==> src/rtl/seq_alu_datapath_pkg.sv <==
`default_nettype none
// ============================================================================
//  Module   : seq_alu_datapath_pkg
//  Purpose  : Shared types for the sequential ALU datapath: the ALU opcode
//             encoding and the FSM state encoding.
//  Ports    : none (package)
//  Revision : 1.0 - initial release
// ============================================================================
package seq_alu_datapath_pkg;

   // Width of the opcode field carried on the op port.
   localparam int c_OP_W = 3;

   // ALU opcodes; values are fixed by the external op encoding.
   typedef enum logic [c_OP_W-1:0] {
      OP_PASS = 3'd0,   // y = A
      OP_ADD  = 3'd1,   // y = A + B
      OP_SUB  = 3'd2,   // y = A - B
      OP_AND  = 3'd3,   // y = A & B
      OP_OR   = 3'd4,   // y = A | B
      OP_XOR  = 3'd5,   // y = A ^ B
      OP_SHL1 = 3'd6,   // y = A << 1
      OP_SHR1 = 3'd7    // y = A >> 1 (logical)
   } alu_op_t;

   // Controller states; every non-idle state lasts exactly one cycle.
   typedef enum logic [1:0] {
      ST_IDLE  = 2'd0,
      ST_FETCH = 2'd1,
      ST_EXEC  = 2'd2,
      ST_WB    = 2'd3
   } state_t;

endpackage : seq_alu_datapath_pkg
`default_nettype wire

==> src/rtl/seq_alu_datapath_alu_core.sv <==
`default_nettype none
// ============================================================================
//  Module   : alu_core
//  Purpose  : Purely combinational ALU used by seq_alu_datapath.
//  Ports    : a, b   in  WIDTH  operands
//             op     in  3      opcode (alu_op_t)
//             y      out WIDTH  result, wraps modulo 2^WIDTH
//             carry  out 1      ADD carry-out, SUB borrow, shifted-out bit,
//                               0 for PASS and bitwise ops
//  Revision : 1.0 - initial release
// ============================================================================
module alu_core
   import seq_alu_datapath_pkg::*;
#(
   parameter int WIDTH = 8
) (
   input  logic [WIDTH-1:0] a,
   input  logic [WIDTH-1:0] b,
   input  alu_op_t          op,
   output logic [WIDTH-1:0] y,
   output logic             carry
);

   // One extra bit on each arithmetic path: for the sum it is the carry,
   // for the difference it is set exactly when A < B (unsigned borrow).
   logic [WIDTH:0] w_sum;
   logic [WIDTH:0] w_diff;

   assign w_sum  = {1'b0, a} + {1'b0, b};
   assign w_diff = {1'b0, a} - {1'b0, b};

   always_comb begin
      y     = a;
      carry = 1'b0;
      case (op)
         OP_PASS: begin
            y     = a;
            carry = 1'b0;
         end
         OP_ADD: begin
            y     = w_sum[WIDTH-1:0];
            carry = w_sum[WIDTH];
         end
         OP_SUB: begin
            y     = w_diff[WIDTH-1:0];
            carry = w_diff[WIDTH];
         end
         OP_AND: begin
            y     = a & b;
            carry = 1'b0;
         end
         OP_OR: begin
            y     = a | b;
            carry = 1'b0;
         end
         OP_XOR: begin
            y     = a ^ b;
            carry = 1'b0;
         end
         OP_SHL1: begin
            y     = {a[WIDTH-2:0], 1'b0};
            carry = a[WIDTH-1];
         end
         OP_SHR1: begin
            y     = {1'b0, a[WIDTH-1:1]};
            carry = a[0];
         end
         default: begin
            y     = a;
            carry = 1'b0;
         end
      endcase
   end

endmodule : alu_core
`default_nettype wire

==> src/rtl/seq_alu_datapath.sv <==
`default_nettype none
// ============================================================================
//  Module   : seq_alu_datapath
//  Purpose  : Register-file datapath with a four-state sequencer
//             (IDLE -> FETCH -> EXEC -> WB) around a combinational ALU.
//  Ports    : clk            in  1      clock, rising edge
//             rst_n          in  1      synchronous active-low reset
//             start          in  1      request an operation (IDLE only)
//             op             in  3      ALU opcode
//             src_a, src_b   in  AW     operand register addresses
//             dst            in  AW     destination register address
//             ld_en          in  1      external register load (IDLE only)
//             ld_addr        in  AW     load address
//             data_in        in  WIDTH  load data
//             out_en         in  1      gates data_out
//             busy           out 1      high in FETCH/EXEC/WB
//             done           out 1      one-cycle pulse during WB
//             result         out WIDTH  last latched ALU result
//             carry, zero    out 1      flags latched with result
//             data_out       out WIDTH  result when out_en, else 0
//  Revision : 1.0 - initial release
// ============================================================================
module seq_alu_datapath
   import seq_alu_datapath_pkg::*;
#(
   parameter  int WIDTH = 8,
   parameter  int DEPTH = 4,
   localparam int AW    = $clog2(DEPTH)
) (
   input  logic             clk,
   input  logic             rst_n,
   input  logic             start,
   input  logic [2:0]       op,
   input  logic [AW-1:0]    src_a,
   input  logic [AW-1:0]    src_b,
   input  logic [AW-1:0]    dst,
   input  logic             ld_en,
   input  logic [AW-1:0]    ld_addr,
   input  logic [WIDTH-1:0] data_in,
   input  logic             out_en,
   output logic             busy,
   output logic             done,
   output logic [WIDTH-1:0] result,
   output logic             carry,
   output logic             zero,
   output logic [WIDTH-1:0] data_out
);

   // ------------------------------------------------------------------
   // State
   // ------------------------------------------------------------------
   state_t           r_state;
   state_t           w_state_nxt;
   logic             w_accept;
   logic             w_load;

   // Instruction fields captured when start is accepted
   alu_op_t          r_op;
   logic [AW-1:0]    r_src_a;
   logic [AW-1:0]    r_src_b;
   logic [AW-1:0]    r_dst;

   // Operand and result registers
   logic [WIDTH-1:0] r_opnd_a;
   logic [WIDTH-1:0] r_opnd_b;
   logic [WIDTH-1:0] r_result;
   logic             r_carry;
   logic             r_zero;

   // Register file
   logic [WIDTH-1:0] r_regs [DEPTH];

   // ALU outputs
   logic [WIDTH-1:0] w_alu_y;
   logic             w_alu_carry;

   // ------------------------------------------------------------------
   // FSM: state register
   // ------------------------------------------------------------------
   always_ff @(posedge clk) begin
      if (!rst_n) begin
         r_state <= ST_IDLE;
      end else begin
         r_state <= w_state_nxt;
      end
   end

   // ------------------------------------------------------------------
   // FSM: next state and status outputs. A start seen outside IDLE is
   // simply dropped; nothing is queued.
   // ------------------------------------------------------------------
   always_comb begin
      w_state_nxt = r_state;
      w_accept    = 1'b0;
      busy        = 1'b1;
      done        = 1'b0;
      case (r_state)
         ST_IDLE: begin
            busy = 1'b0;
            if (start) begin
               w_accept    = 1'b1;
               w_state_nxt = ST_FETCH;
            end
         end
         ST_FETCH: begin
            w_state_nxt = ST_EXEC;
         end
         ST_EXEC: begin
            w_state_nxt = ST_WB;
         end
         ST_WB: begin
            done        = 1'b1;
            w_state_nxt = ST_IDLE;
         end
         default: begin
            w_state_nxt = ST_IDLE;
         end
      endcase
   end

   // External loads are honoured only while idle.
   assign w_load = (r_state == ST_IDLE) && ld_en;

   // ------------------------------------------------------------------
   // Instruction capture, operand fetch, result latch
   // ------------------------------------------------------------------
   always_ff @(posedge clk) begin
      if (!rst_n) begin
         r_op     <= OP_PASS;
         r_src_a  <= '0;
         r_src_b  <= '0;
         r_dst    <= '0;
         r_opnd_a <= '0;
         r_opnd_b <= '0;
         r_result <= '0;
         r_carry  <= 1'b0;
         r_zero   <= 1'b0;
      end else begin
         if (w_accept) begin
            r_op    <= alu_op_t'(op);
            r_src_a <= src_a;
            r_src_b <= src_b;
            r_dst   <= dst;
         end
         // A load issued in the accept cycle has already landed in the
         // register file by now, so FETCH reads the freshly loaded value.
         if (r_state == ST_FETCH) begin
            r_opnd_a <= r_regs[r_src_a];
            r_opnd_b <= r_regs[r_src_b];
         end
         // Result and flags hold until the next EXEC.
         if (r_state == ST_EXEC) begin
            r_result <= w_alu_y;
            r_carry  <= w_alu_carry;
            r_zero   <= (w_alu_y == '0);
         end
      end
   end

   // ------------------------------------------------------------------
   // Register file: WB write-back and idle-time external load. The two
   // sources are state-exclusive, so no arbitration is required.
   // ------------------------------------------------------------------
   always_ff @(posedge clk) begin
      if (!rst_n) begin
         for (int i = 0; i < DEPTH; i++) begin
            r_regs[i] <= '0;
         end
      end else if (r_state == ST_WB) begin
         r_regs[r_dst] <= r_result;
      end else if (w_load) begin
         r_regs[ld_addr] <= data_in;
      end
   end

   // ------------------------------------------------------------------
   // ALU
   // ------------------------------------------------------------------
   alu_core #(
      .WIDTH (WIDTH)
   ) u_alu (
      .a     (r_opnd_a),
      .b     (r_opnd_b),
      .op    (r_op),
      .y     (w_alu_y),
      .carry (w_alu_carry)
   );

   // ------------------------------------------------------------------
   // Outputs
   // ------------------------------------------------------------------
   assign result   = r_result;
   assign carry    = r_carry;
   assign zero     = r_zero;
   assign data_out = out_en ? r_result : '0;

endmodule : seq_alu_datapath
`default_nettype wire
==> config.mk <==
export PLATFORM = sky130hd
export DESIGN_NAME = seq_alu_datapath
export DESIGN_NICKNAME = d
export VERILOG_FILES = /design/src/rtl/seq_alu_datapath_pkg.sv /design/src/rtl/seq_alu_datapath_alu_core.sv /design/src/rtl/seq_alu_datapath.sv
export SDC_FILE = /design/constraint.sdc
export NUM_CORES = 1
export LEC_CHECK = 0
export CELL_PAD_IN_SITES_DETAIL_PLACEMENT = 0
export CELL_PAD_IN_SITES_GLOBAL_PLACEMENT = 2
export CORE_ASPECT_RATIO = 1.1
export CORE_MARGIN = 10
export CORE_UTILIZATION = 30
export CTS_CLUSTER_DIAMETER = 60
export DETAILED_ROUTE_END_ITERATION = 12
export PLACE_DENSITY_LB_ADDON = 0.1
export SYNTH_ARGS = -nofsm -noshare
export SYNTH_HDL_FRONTEND = slang
export SYNTH_SLANG_ARGS = --single-unit
==> constraint.sdc <==
create_clock -name clk -period 4.45 [get_ports clk]
set_input_delay 0.6675 -clock clk [delete_from_list [all_inputs] [get_ports clk]]
set_output_delay 0.6675 -clock clk [all_outputs]
set_load 0.05 [all_outputs]
**After elaboration in Yosys (flattened, before gate mapping)**

Memories as Yosys holds them, arrays and structs flattened. A register that Yosys moved wholly into a read port is not among the register bits.
Index checks and enable logic that the tools add are counted.
W data, S select, Z words.

- Output and inout bits: 20
- Input port bits: 24
- Memories: 1
- Logic and storage cells: 56
- Register bits after elaboration: 21
- RAM bits: 32

Memories:

| memory | words | bits a word | rd ports | clocked after Yosys merged registers in | write ports | line | RTL |
|---|---|---|---|---|---|---|---|
| r_regs | 4 | 8 | 2 | 2 | 4 | seq_alu_datapath.sv:71 | `logic [WIDTH-1:0] r_regs [DEPTH];` |

- Muxes and demuxes: 22
- Eq/ne operators: 11
- $add $sub $neg: 2
- Reduce and logical (&&, ||, !) cells: 9
- Bitwise logic cells: 3

Operators with widths:

| operator | count |
|---|---|
| $pmux W8 S8 | 1 |
| $mux W8 | 3 |
| $reduce_or A8 Y1 | 2 |
| $mux W1 | 13 |
| $eq A3 B3 Y1 const B | 4 |
| $add A8 B8 Y9 | 1 |
| $sub A8 B8 Y9 | 1 |
| $and A8 B8 Y8 | 1 |
| $logic_not A8 Y1 | 1 |
| $or A8 B8 Y8 | 1 |
| $pmux W2 S4 | 1 |
| $xor A8 B8 Y8 | 1 |
| $eq A3 B2 Y1 const B | 2 |
| $mux W2 | 3 |
| $pmux W1 S5 | 1 |
| $eq A2 B2 Y1 const B | 2 |
| $reduce_or A4 Y1 | 1 |
| $eq A3 B1 Y1 const B | 1 |
| $logic_not A3 Y1 | 1 |
| $eq A2 B1 Y1 const B | 1 |
| $logic_not A1 Y1 | 2 |
| $logic_not A2 Y1 | 1 |
| $ne A2 B2 Y1 const B | 1 |
| $logic_and A1 B1 Y1 | 1 |

**Depth between registers and ports, before layout**

Gate-level depths: netlist of the first run.

- Word-level depth: 8
- Mapped depth: 10
- Depth with buffers taken out: 10

**Hierarchy**

Synthesis of the first run repeated with hierarchy kept, for this count alone.

- Cell total of the unflattened synthesis: 466
- Area, all modules: 4664.5 µm²

By module, submodules not included:

| module | cells an instance | instances | area each (µm²) |
|---|---|---|---|
| seq_alu_datapath | 269 | 1 | 3248.1 |
| alu_core | 197 | 1 | 1416.4 |

**Worst setup path after synthesis of the first run**

Ideal clock, no wire load.

- Kind: reg2reg
- Start point: register r_opnd_a[0], read port of r_regs
- End point: register r_zero (netlist: zero)
- Data arrival time: 2.799 ns
- Path buffers: 0
- Slack: 1.572 ns
- Cell stages (with the launch flop): 11
- Required time: 4.371 ns
- Cells stage by stage: dfxtp_1 inv_1 ha_1 fa_1 nor3_1 nor3_2 mux2_2 a41oi_1 or4b_1 or4_1 a211oi_2

- Longest elaborated chain between the ends: 3

RTL lines:

| what | line | RTL |
|---|---|---|
| from (decl) | seq_alu_datapath.sv:64 | `logic [WIDTH-1:0] r_opnd_a;` |
| $sub A8 B8 Y9 (tied with other cells) | seq_alu_datapath_alu_core.sv:30 | `assign w_diff = {1'b0, a} - {1'b0, b};` |
| $pmux W8 S8 * | seq_alu_datapath_alu_core.sv:35 | `case (op)` |
| $logic_not A8 Y1 * | seq_alu_datapath.sv:155 | `r_zero <= (w_alu_y == '0);` |
| to (signal assigned) | seq_alu_datapath.sv:155 |  |
| to (decl) | seq_alu_datapath.sv:68 | `logic r_zero;` |

Every way passes the cells marked *; elsewhere a longest branch is shown, timed or not.
A chain may end at the register's enable or synchronous reset.

**Worst setup path after layout of the first run**

Same ends and word-level chain as after synthesis.

==> results.md, run 1 <==
Outcome:
- The run finished with clean final reports.

Critical path:
- The worst setup path is launched from a register.
- The highest net fanout along the worst path is 6.
- The type of the worst setup path is register to register.
- For the worst setup path, the data arrival time is 3.57 ns.
- The stage delay of the slowest cell on the critical path is 0.58 ns.
- The worst endpoint required time is 4.71 ns.
- For this design, the slowest cell found on the critical path is sky130_fd_sc_hd__or4b_1.
- The signal on the critical path passes through inv_1, ha_1, fa_1, nor3_1, nor3_2, mux2_2, a41oi_1, or4b_1, or4_1, a211oi_2.
- The critical path capture point type is a register.

Placed design:
- The post-placement cell area is 5130 um2.
- The placer's final routability congestion estimate is 0.791.
- Before CTS, the worst setup slack after placement is 1.07 ns.
- The count of input and output buffers is 43.
- The half-perimeter wire length after detailed placement is 10.1 mm.

Power:
- The logic gate share of total power is 40.6%.
- The static leakage is 1.99 nW.
- Net switching is 38.8% of the power.
- Summed over all nets, the switching power comes to 0.00110 W.
- In this run, flip-flops and latches consume 32.8% of the power.
- The worst-case IR drop observed on VDD is 247 uV.
- The total internal power is 0.00174 W.
- Dividing total power by cell area gives a power density of 521 nW/um2.
- The clock network accounts for 26.6% of the total power.

Floorplan:
- For this design the top-level I/O count stands at 44.
- Measured along the x axis, the die boundary spans 138 um.
- The die covers 20500 um2.
- For this configuration, the core starts out at a cell density of 30.4%.
- The core region is 15000 um2.
- The initialized floorplan defines 47 standard-cell rows.
- The die boundary height is 149 um.

Drt:
- In the final routed layout, each cell accounts on average for 17.9 um.
- Detailed routing placed a total of 6.30 mm of wire on met2.
- The met3 wire length is 431 um.
- The total DRC errors in the routed layout is 0.
- The detailed-route wire length is 12.8 mm.
- The iteration-0 DRC count of the detailed router is 163.
- The detailed-router iteration count before antenna repair is 4.
- The number of vias in the routed layout is 3630.
- After detailed routing, the number of vias per cell comes to 5.08.
- The top routing layer in use is met4.
- The number of nets still failing antenna checks after routing is 0.
- The wire length on met1 is 5.93 mm.

Clocking:
- TritonCTS built the clock tree.
- Once the clock tree was built, the setup fixing pass inserted 0 buffers.
- At the later pin of the worst-skew pair, clock insertion delay measures 0.33 ns.
- The clock passes through at most 2 buffers.
- The post-CTS clock slew at the launch and capture registers of the worst setup and hold paths is 0.05 ns.
- The TritonCTS sink count is 69.
- In this run, CTS created clock tree buffers numbering 9.
- CTS built an H-tree with a depth of 3.
- Buffers inserted to repair hold after CTS numbered 0.
- The post-cts resize count is 0.
- The root buffer cell is sky130_fd_sc_hd__clkbuf_16.

Synthesis:
- The cell area that synthesis handed to floorplanning was 4560 um2.
- The most frequently used cell type in the post-synthesis netlist is sky130_fd_sc_hd__nor2_1.
- The number of nets produced by synthesis is 539.
- The share of the synthesized area in the top cell type is 21.1%.
- The most common flop cell mapped by yosys is sky130_fd_sc_hd__dfxtp_1.
- Counting flops and latches in the post-synthesis netlist gives 69.
- For this run, asynchronously set or reset flops after synthesis account for 0%.
- The biggest area contributor in the post-synthesis netlist is sky130_fd_sc_hd__edfxtp_1.
- For this run, the register share of the synthesized area comes to 37.3%.
- By count the netlist is led by sky130_fd_sc_hd__nor2_1 (65), sky130_fd_sc_hd__dfxtp_1 (37), sky130_fd_sc_hd__nand2_1 (36).
- After synthesis, the cell types taking the most area are sky130_fd_sc_hd__edfxtp_1 (21%), sky130_fd_sc_hd__dfxtp_1 (16%), sky130_fd_sc_hd__mux4_2 (9.4%), sky130_fd_sc_hd__ha_1 (8.0%), sky130_fd_sc_hd__nor2_1 (5.4%).
- The number of library cell types mapped by synthesis is 65.
- The number of flops mapped to enable cells by yosys is 32.
- The gate count after technology mapping is 484.
- The count of yosys warnings during synthesis is 0.
- Averaged over all synthesized cells, the footprint is 9.42 um2.

Timing:
- The final max-slew violation count came to 0.
- Setup repair after global routing left no endpoint under its margin.
- After routing, the total negative slack on setup checks comes to 0 ns.
- The post-route fraction of the period consumed by the critical path is 74.5%.
- The worst hold slack is 0.511 ns.
- The setup slack of the critical path after layout is 1.14 ns.
- The final-report setup violation count is 0.
- The maximum operating frequency is 302 MHz.
- The worst relative slew slack is 28.3%.
- The minimum clock period after layout is 3.31 ns.
- The final-report hold violation count is 0.
- The worst setup skew after layout is 0.00614 ns.
- The slew at the pin closest to its max-slew limit is 1.07 ns.

Finish:
- At the end of the flow the core is filled with cells to 36.3%.
- For this run, the post-layout net count is 569.
- The summed area of non-filler cells in the final layout is 5450 um2.
- The proportion of layout cells with a drive suffix above 1 is 9.83%.
- The number of diodes added for antenna fixing is 0.
- From synthesis to final layout, the design area changed by 19.5%.

Job:
- The number of max-capacitance violations reported is 0.

Global route:
- Summed over all layers, the global routing overflow is 0.
- Global routing used 13.1% of the available tracks across all layers.
- Entering global routing, the biggest net connects 36 pins.
- The first global-routing pass estimated 21.2 mm of wire.
- The number of antenna violations at the first check in global routing is 0.
- The number of global-route vias before repair is 3803.

Hold path:
- The worst hold-check path type is register to register.
routing by layer:
metal,track usage (%),vias to the layer above
li1,-,1814
met3,3.00,13
met4,3.74,0
met5,0,-
met2,21.6,55
met1,16.6,1748
critical path, delay by kind of cell, from the launching register on:
family / cells / cell delay, ns
muxes: 1 / 0.24
AOI/OAI and AO/OA: 2 / 0.40
DFF: 1 / 0.45
and+or+nand+nor: 4 / 1.38
adders and majority gates: 2 / 0.67
buffers and inverters: 1 / 0.10
layout by cell type (no fill, tap or decap), types with 3 or more instances in the layout:
cell type / count
sky130_fd_sc_hd__edfxtp_1: 32
sky130_fd_sc_hd__nand3_1: 18
sky130_fd_sc_hd__or3_1: 3
sky130_fd_sc_hd__a22oi_1: 9
sky130_fd_sc_hd__mux2i_1: 24
sky130_fd_sc_hd__clkdlybuf4s50_1: 43
sky130_fd_sc_hd__o22ai_1: 3
sky130_fd_sc_hd__buf_4: 5
sky130_fd_sc_hd__nand2_1: 36
sky130_fd_sc_hd__nor2_1: 65
sky130_fd_sc_hd__a31oi_1: 4
sky130_fd_sc_hd__nor2b_1: 8
sky130_fd_sc_hd__mux4_2: 19
sky130_fd_sc_hd__clkinvlp_4: 3
sky130_fd_sc_hd__nand2b_1: 4
sky130_fd_sc_hd__a211oi_1: 6
sky130_fd_sc_hd__a21oi_1: 30
sky130_fd_sc_hd__and2_1: 9
sky130_fd_sc_hd__nor3_1: 12
sky130_fd_sc_hd__inv_2: 3
sky130_fd_sc_hd__ha_1: 29
sky130_fd_sc_hd__o21ai_0: 15
sky130_fd_sc_hd__clkbuf_16: 9
sky130_fd_sc_hd__and3_1: 6
sky130_fd_sc_hd__inv_1: 34
sky130_fd_sc_hd__dfxtp_1: 37
sky130_fd_sc_hd__o31ai_1: 5
final timing paths:
path	start	end	slack [ns]	depth (start not counted)
worst max-delay path	r_opnd_a[0]	zero	1.14	10
worst min-delay path	carry	carry	0.51	2
worst max register to register	r_opnd_a[0]	zero	1.14	10
worst min register to register	carry	carry	0.51	2
cell families after synthesis:
| logic type | after synthesis | synth area share [%] |
|---|---|---|
| buf+inv | 67 | 6.18 |
| compound gates | 98 | 14.4 |
| xor+xnor | 1 | 0.192 |
| mux | 46 | 15.4 |
| simple gates | 172 | 17.7 |
| flops | 69 | 37.3 |
| fa+ha+maj | 31 | 8.84 |
metrics by stage:
step / std cells / power, W
floorplan: 484 / 0.00177
global placement: 699 / 0.00210
detailed placement: 699 / 0.00211
CTS: 715 / 0.00287
global route: 715 / 0.00305
finish: 715 / 0.00284
state kept, by name, indices dropped and copies added (netlist names):
name and cells:
r_src_b 2, r_opnd_a 8, zero 1, r_dst 2
result 8, r_regs 32, carry 1, r_op 3
r_src_a 2, r_opnd_b 8, r_state 2
final cells by class:
cell class	count	area, um2
multi-input cells	348	2570
fillers	1569	9550
clock inverters	6	87.6
repair buffers	48	468
inverters	38	143
well taps	196	245
flip-flops and latches	69	1700
clock buffers	10	229
power groups by stage:
stage | clock, W | combinational, W | sequential (W)
finish | 0.000754 | 0.00115 | 0.000932
detailed placement | 0 | 0.00116 | 0.000947
CTS | 0.000766 | 0.00117 | 0.000935
floorplan | 0 | 0.000866 | 0.000904
global route | 0.000804 | 0.00129 | 0.000955
global placement | 0 | 0.00116 | 0.000944
Power figures use the tool's default switching activity.
==> run 2, diff against run 1 <==
clock period = 2.9 ns   (was 4.45 ns; I/O delays follow)
==> run 2 against run 1 <==
Compared with the run above:
- setup slack worse by 0.98 ns
- count of clock-buffer cells in the layout is 1 lower
- first-iteration DRC count increased by 24%
- register-to-register slack got worse by 0.98 ns
- flip-flop and latch count is the same
- critical path depth unchanged
- sequential power grew 47%
- largest power group unchanged
==> results.md, run 2 (synthesized netlist as in run 1, its figures left out) <==
Drt:
- The iteration-0 DRC count of the detailed router is 202.
- The routed length on met2 is 6.42 mm.
- After detailed routing, the number of remaining DRC violations is 0.
- For this block, the via count after detailed routing is 3738.
- The number of nets still failing antenna checks after routing is 0.
- The detailed-route wire length is 13.1 mm.
- The highest layer touched by signal routing is met4.
- The wire length on met1 is 6.18 mm.
- Dividing the detail-routed wire length by the instance count gives 17.3 um.
- The routed design uses 329 um of met3 wire.
- The detailed-router iteration count before antenna repair is 4.
- The detailed-route vias per instance is 4.93.

Placed design:
- Prior to clock tree synthesis, the placed netlist has a worst setup slack of -0.0787 ns.
- Input and output buffers added on the ports amount to 43.
- Summed over all nets, the half-perimeter wirelength after detailed placement is 10.4 mm.
- The placer's final routability congestion estimate is 0.820.

Power:
- The internal portion of the total power is 0.00272 W.
- Summed over all nets, the switching power comes to 0.00178 W.
- The net switching fraction of the power is 39.5%.
- The post-layout total power is 0.00450 W.
- The total power divided by cell area is 775 nW/um2.
- The worst vdd rail ir drop is 312 uV.
- The sequential group share of total power is 30.4%.
- The logic gate share of total power is 47.8%.
- The clock network is responsible for 21.9% of the overall power.
- In this run the static leakage power is 2.20 nW.

Critical path:
- STA classifies the critical path startpoint as a register.
- Traced cell by cell, the critical path runs through buf_4, ha_4, fa_2, or3b_1, a21oi_1, o21ai_1, a31oi_2, or4b_4, or4_4, a211oi_2.
- The critical path is of the register to register type.
- The arrival time at the worst endpoint is 3.01 ns.
- STA classifies the critical path endpoint as a register.
- On the worst path, the slowest cell contributes a delay of 0.50 ns.
- The worst endpoint required time is 3.16 ns.
- The slowest stage of the critical path belongs to the cell sky130_fd_sc_hd__or4b_4.
- Of all nets on the critical path, the largest fanout is 5.

Clocking:
- In this run, CTS created clock tree buffers numbering 9.
- The tree is rooted in a sky130_fd_sc_hd__clkbuf_16.
- TritonCTS built the clock tree.
- The TritonCTS sink count is 69.
- CTS built an H-tree with a depth of 3.
- The post-CTS clock slew at the launch and capture registers of the worst setup and hold paths is 0.06 ns.
- The number of hold buffers added after CTS was 0.
- The maximum root-to-sink buffer count is 2.
- The latest clock arrival within the worst-skew pair is 0.33 ns.

Floorplan:
- The floorplan step defined a die boundary enclosing 20500 um2.
- The initial standard-cell utilization of the core is 30.4%.
- The I/O pin total is 44.
- The floorplan step set the die height to 149 um.
- The floorplan step defined a core boundary enclosing 15000 um2.
- The initialized floorplan defines 47 standard-cell rows.
- The horizontal die dimension is 138 um.

Finish:
- The library cells used most frequently in the layout, excluding fill and tap cells, are sky130_fd_sc_hd__nor2_1 (65), sky130_fd_sc_hd__buf_4 (49), sky130_fd_sc_hd__clkdlybuf4s50_1 (42).
- Once layout is complete, the utilization of the core stands at 38.7%.
- The number of diodes added for antenna fixing is 0.
- The proportion of layout cells with a drive suffix above 1 is 20.1%.
- The flip-flop count of the largest register, all copies and words added is 32.
- The register containing the most flip-flops in the final layout is r_regs.
- Relative to the synthesized area, the layout overhead comes to 27.3%.
- The most frequent standard cell in the layout excluding fill and tap cells is sky130_fd_sc_hd__nor2_1.
- The number of nets in the layout is 612.
- The layout has 1533 filler cells.

Outcome:
- The run finished with clean final reports.

Timing:
- The worst hold slack is 0.499 ns.
- Setup repair after global routing left no endpoint under its margin.
- The routed design could run at a clock period as short as 2.75 ns.
- Setup slack on the critical path of the routed design comes to 0.152 ns.
- The maximum operating frequency is 364 MHz.
- The final max-slew violation count is 0.
- The worst pin sits at a relative slew slack of 34.8%.
- The summed negative setup slack over all endpoints is 0 ns.
- Setup violations remaining at the end of the flow were counted as 0.
- The slew at the pin closest to its max-slew limit is 0.970 ns.
- The post-route fraction of the period consumed by the critical path is 94.7%.
- Between clock sinks in the finished design, the worst skew comes to 0.00768 ns.
- The final-report hold violation count came to 0.

Global route:
- The number of antenna violations at the first check in global routing is 0.
- The number of global-route vias before repair is 3865.
- The total global-route track usage is 13.3%.
- Summed over all layers, the global routing overflow is 0.
- Entering global routing, the biggest net connects 33 pins.
- The first global-routing pass estimated 21.3 mm of wire.

Job:
- Max-cap violations in this run came to 0.

Hold path:
- The worst hold path belongs to the class register to register.
[run 2: cell count changes in the layout (fill, tap and decap cells not counted), sizes merged]
cell,delta
bufinv,-2
buf,+44
clkdlybuf4s50,-1
clkinv,+4
clkbuf,-1
clkinvlp,-1
[run 2: critical path: cells and delay by family (launching register included)]
| family | cells | cell delay [ns] |
|---|---|---|
| AND/OR/NAND/NOR | 3 | 1.10 |
| adder cells (fa/ha/maj) | 2 | 0.58 |
| AO/OA/AOI/OAI | 4 | 0.54 |
| flip-flops | 1 | 0.31 |
| buffers and inverters | 1 | 0.16 |
[run 2: metrics by stage]
step                      cells  area (um2)
final                       758        5800
after global routing        758        5800
after CTS                   757        5720
after detailed placement    741        5450
after global placement      741        5450
after floorplan             484        4560
[run 2: metal layers]
layer / vias up / GRT usage (%)
met3: 16 / 2.12
met5: - / 0
met2: 55 / 21.9
li1: 1890 / -
met1: 1777 / 17.1
met4: 0 / 4.38
[run 2: power by group through the flow]
stage | combinational, W | sequential (W) | clock (W)
final | 0.00215 | 0.00137 | 0.000985
after CTS | 0.00210 | 0.00137 | 0.00101
after floorplan | 0.00133 | 0.00139 | 0
after global placement | 0.00209 | 0.00138 | 0
after global routing | 0.00236 | 0.00140 | 0.00106
after detailed placement | 0.00208 | 0.00139 | 0
[run 2: path summary, 6_finish.rpt]
path / from / end / slack [ns] / depth (start not counted)
setup reg to reg: r_opnd_a[0] / zero / 0.15 / 10
hold / removal: r_dst[0] / r_dst[0] / 0.50 / 2
setup / recovery: r_opnd_a[0] / zero / 0.15 / 10
hold reg to reg: r_dst[0] / r_dst[0] / 0.50 / 2
[run 2: area by class of cell]
type	count	area, um2	area share, %
timing repair buffer	91	788	13.6
inverter	38	143	2.46
clock buffer	9	225	3.88
multi-input combinational	348	2660	45.8
clock inverter	7	42.5	0.733
tap	196	245	4.23
sequential	69	1700	29.4
[run 2: what timing repair did]
action                                  CTS  global route
gates resized for setup                   3            18
pin swaps                                 0             8
hold endpoints to repair                  0             0
setup buffers                             0             1
endpoints found under the setup margin    1             2
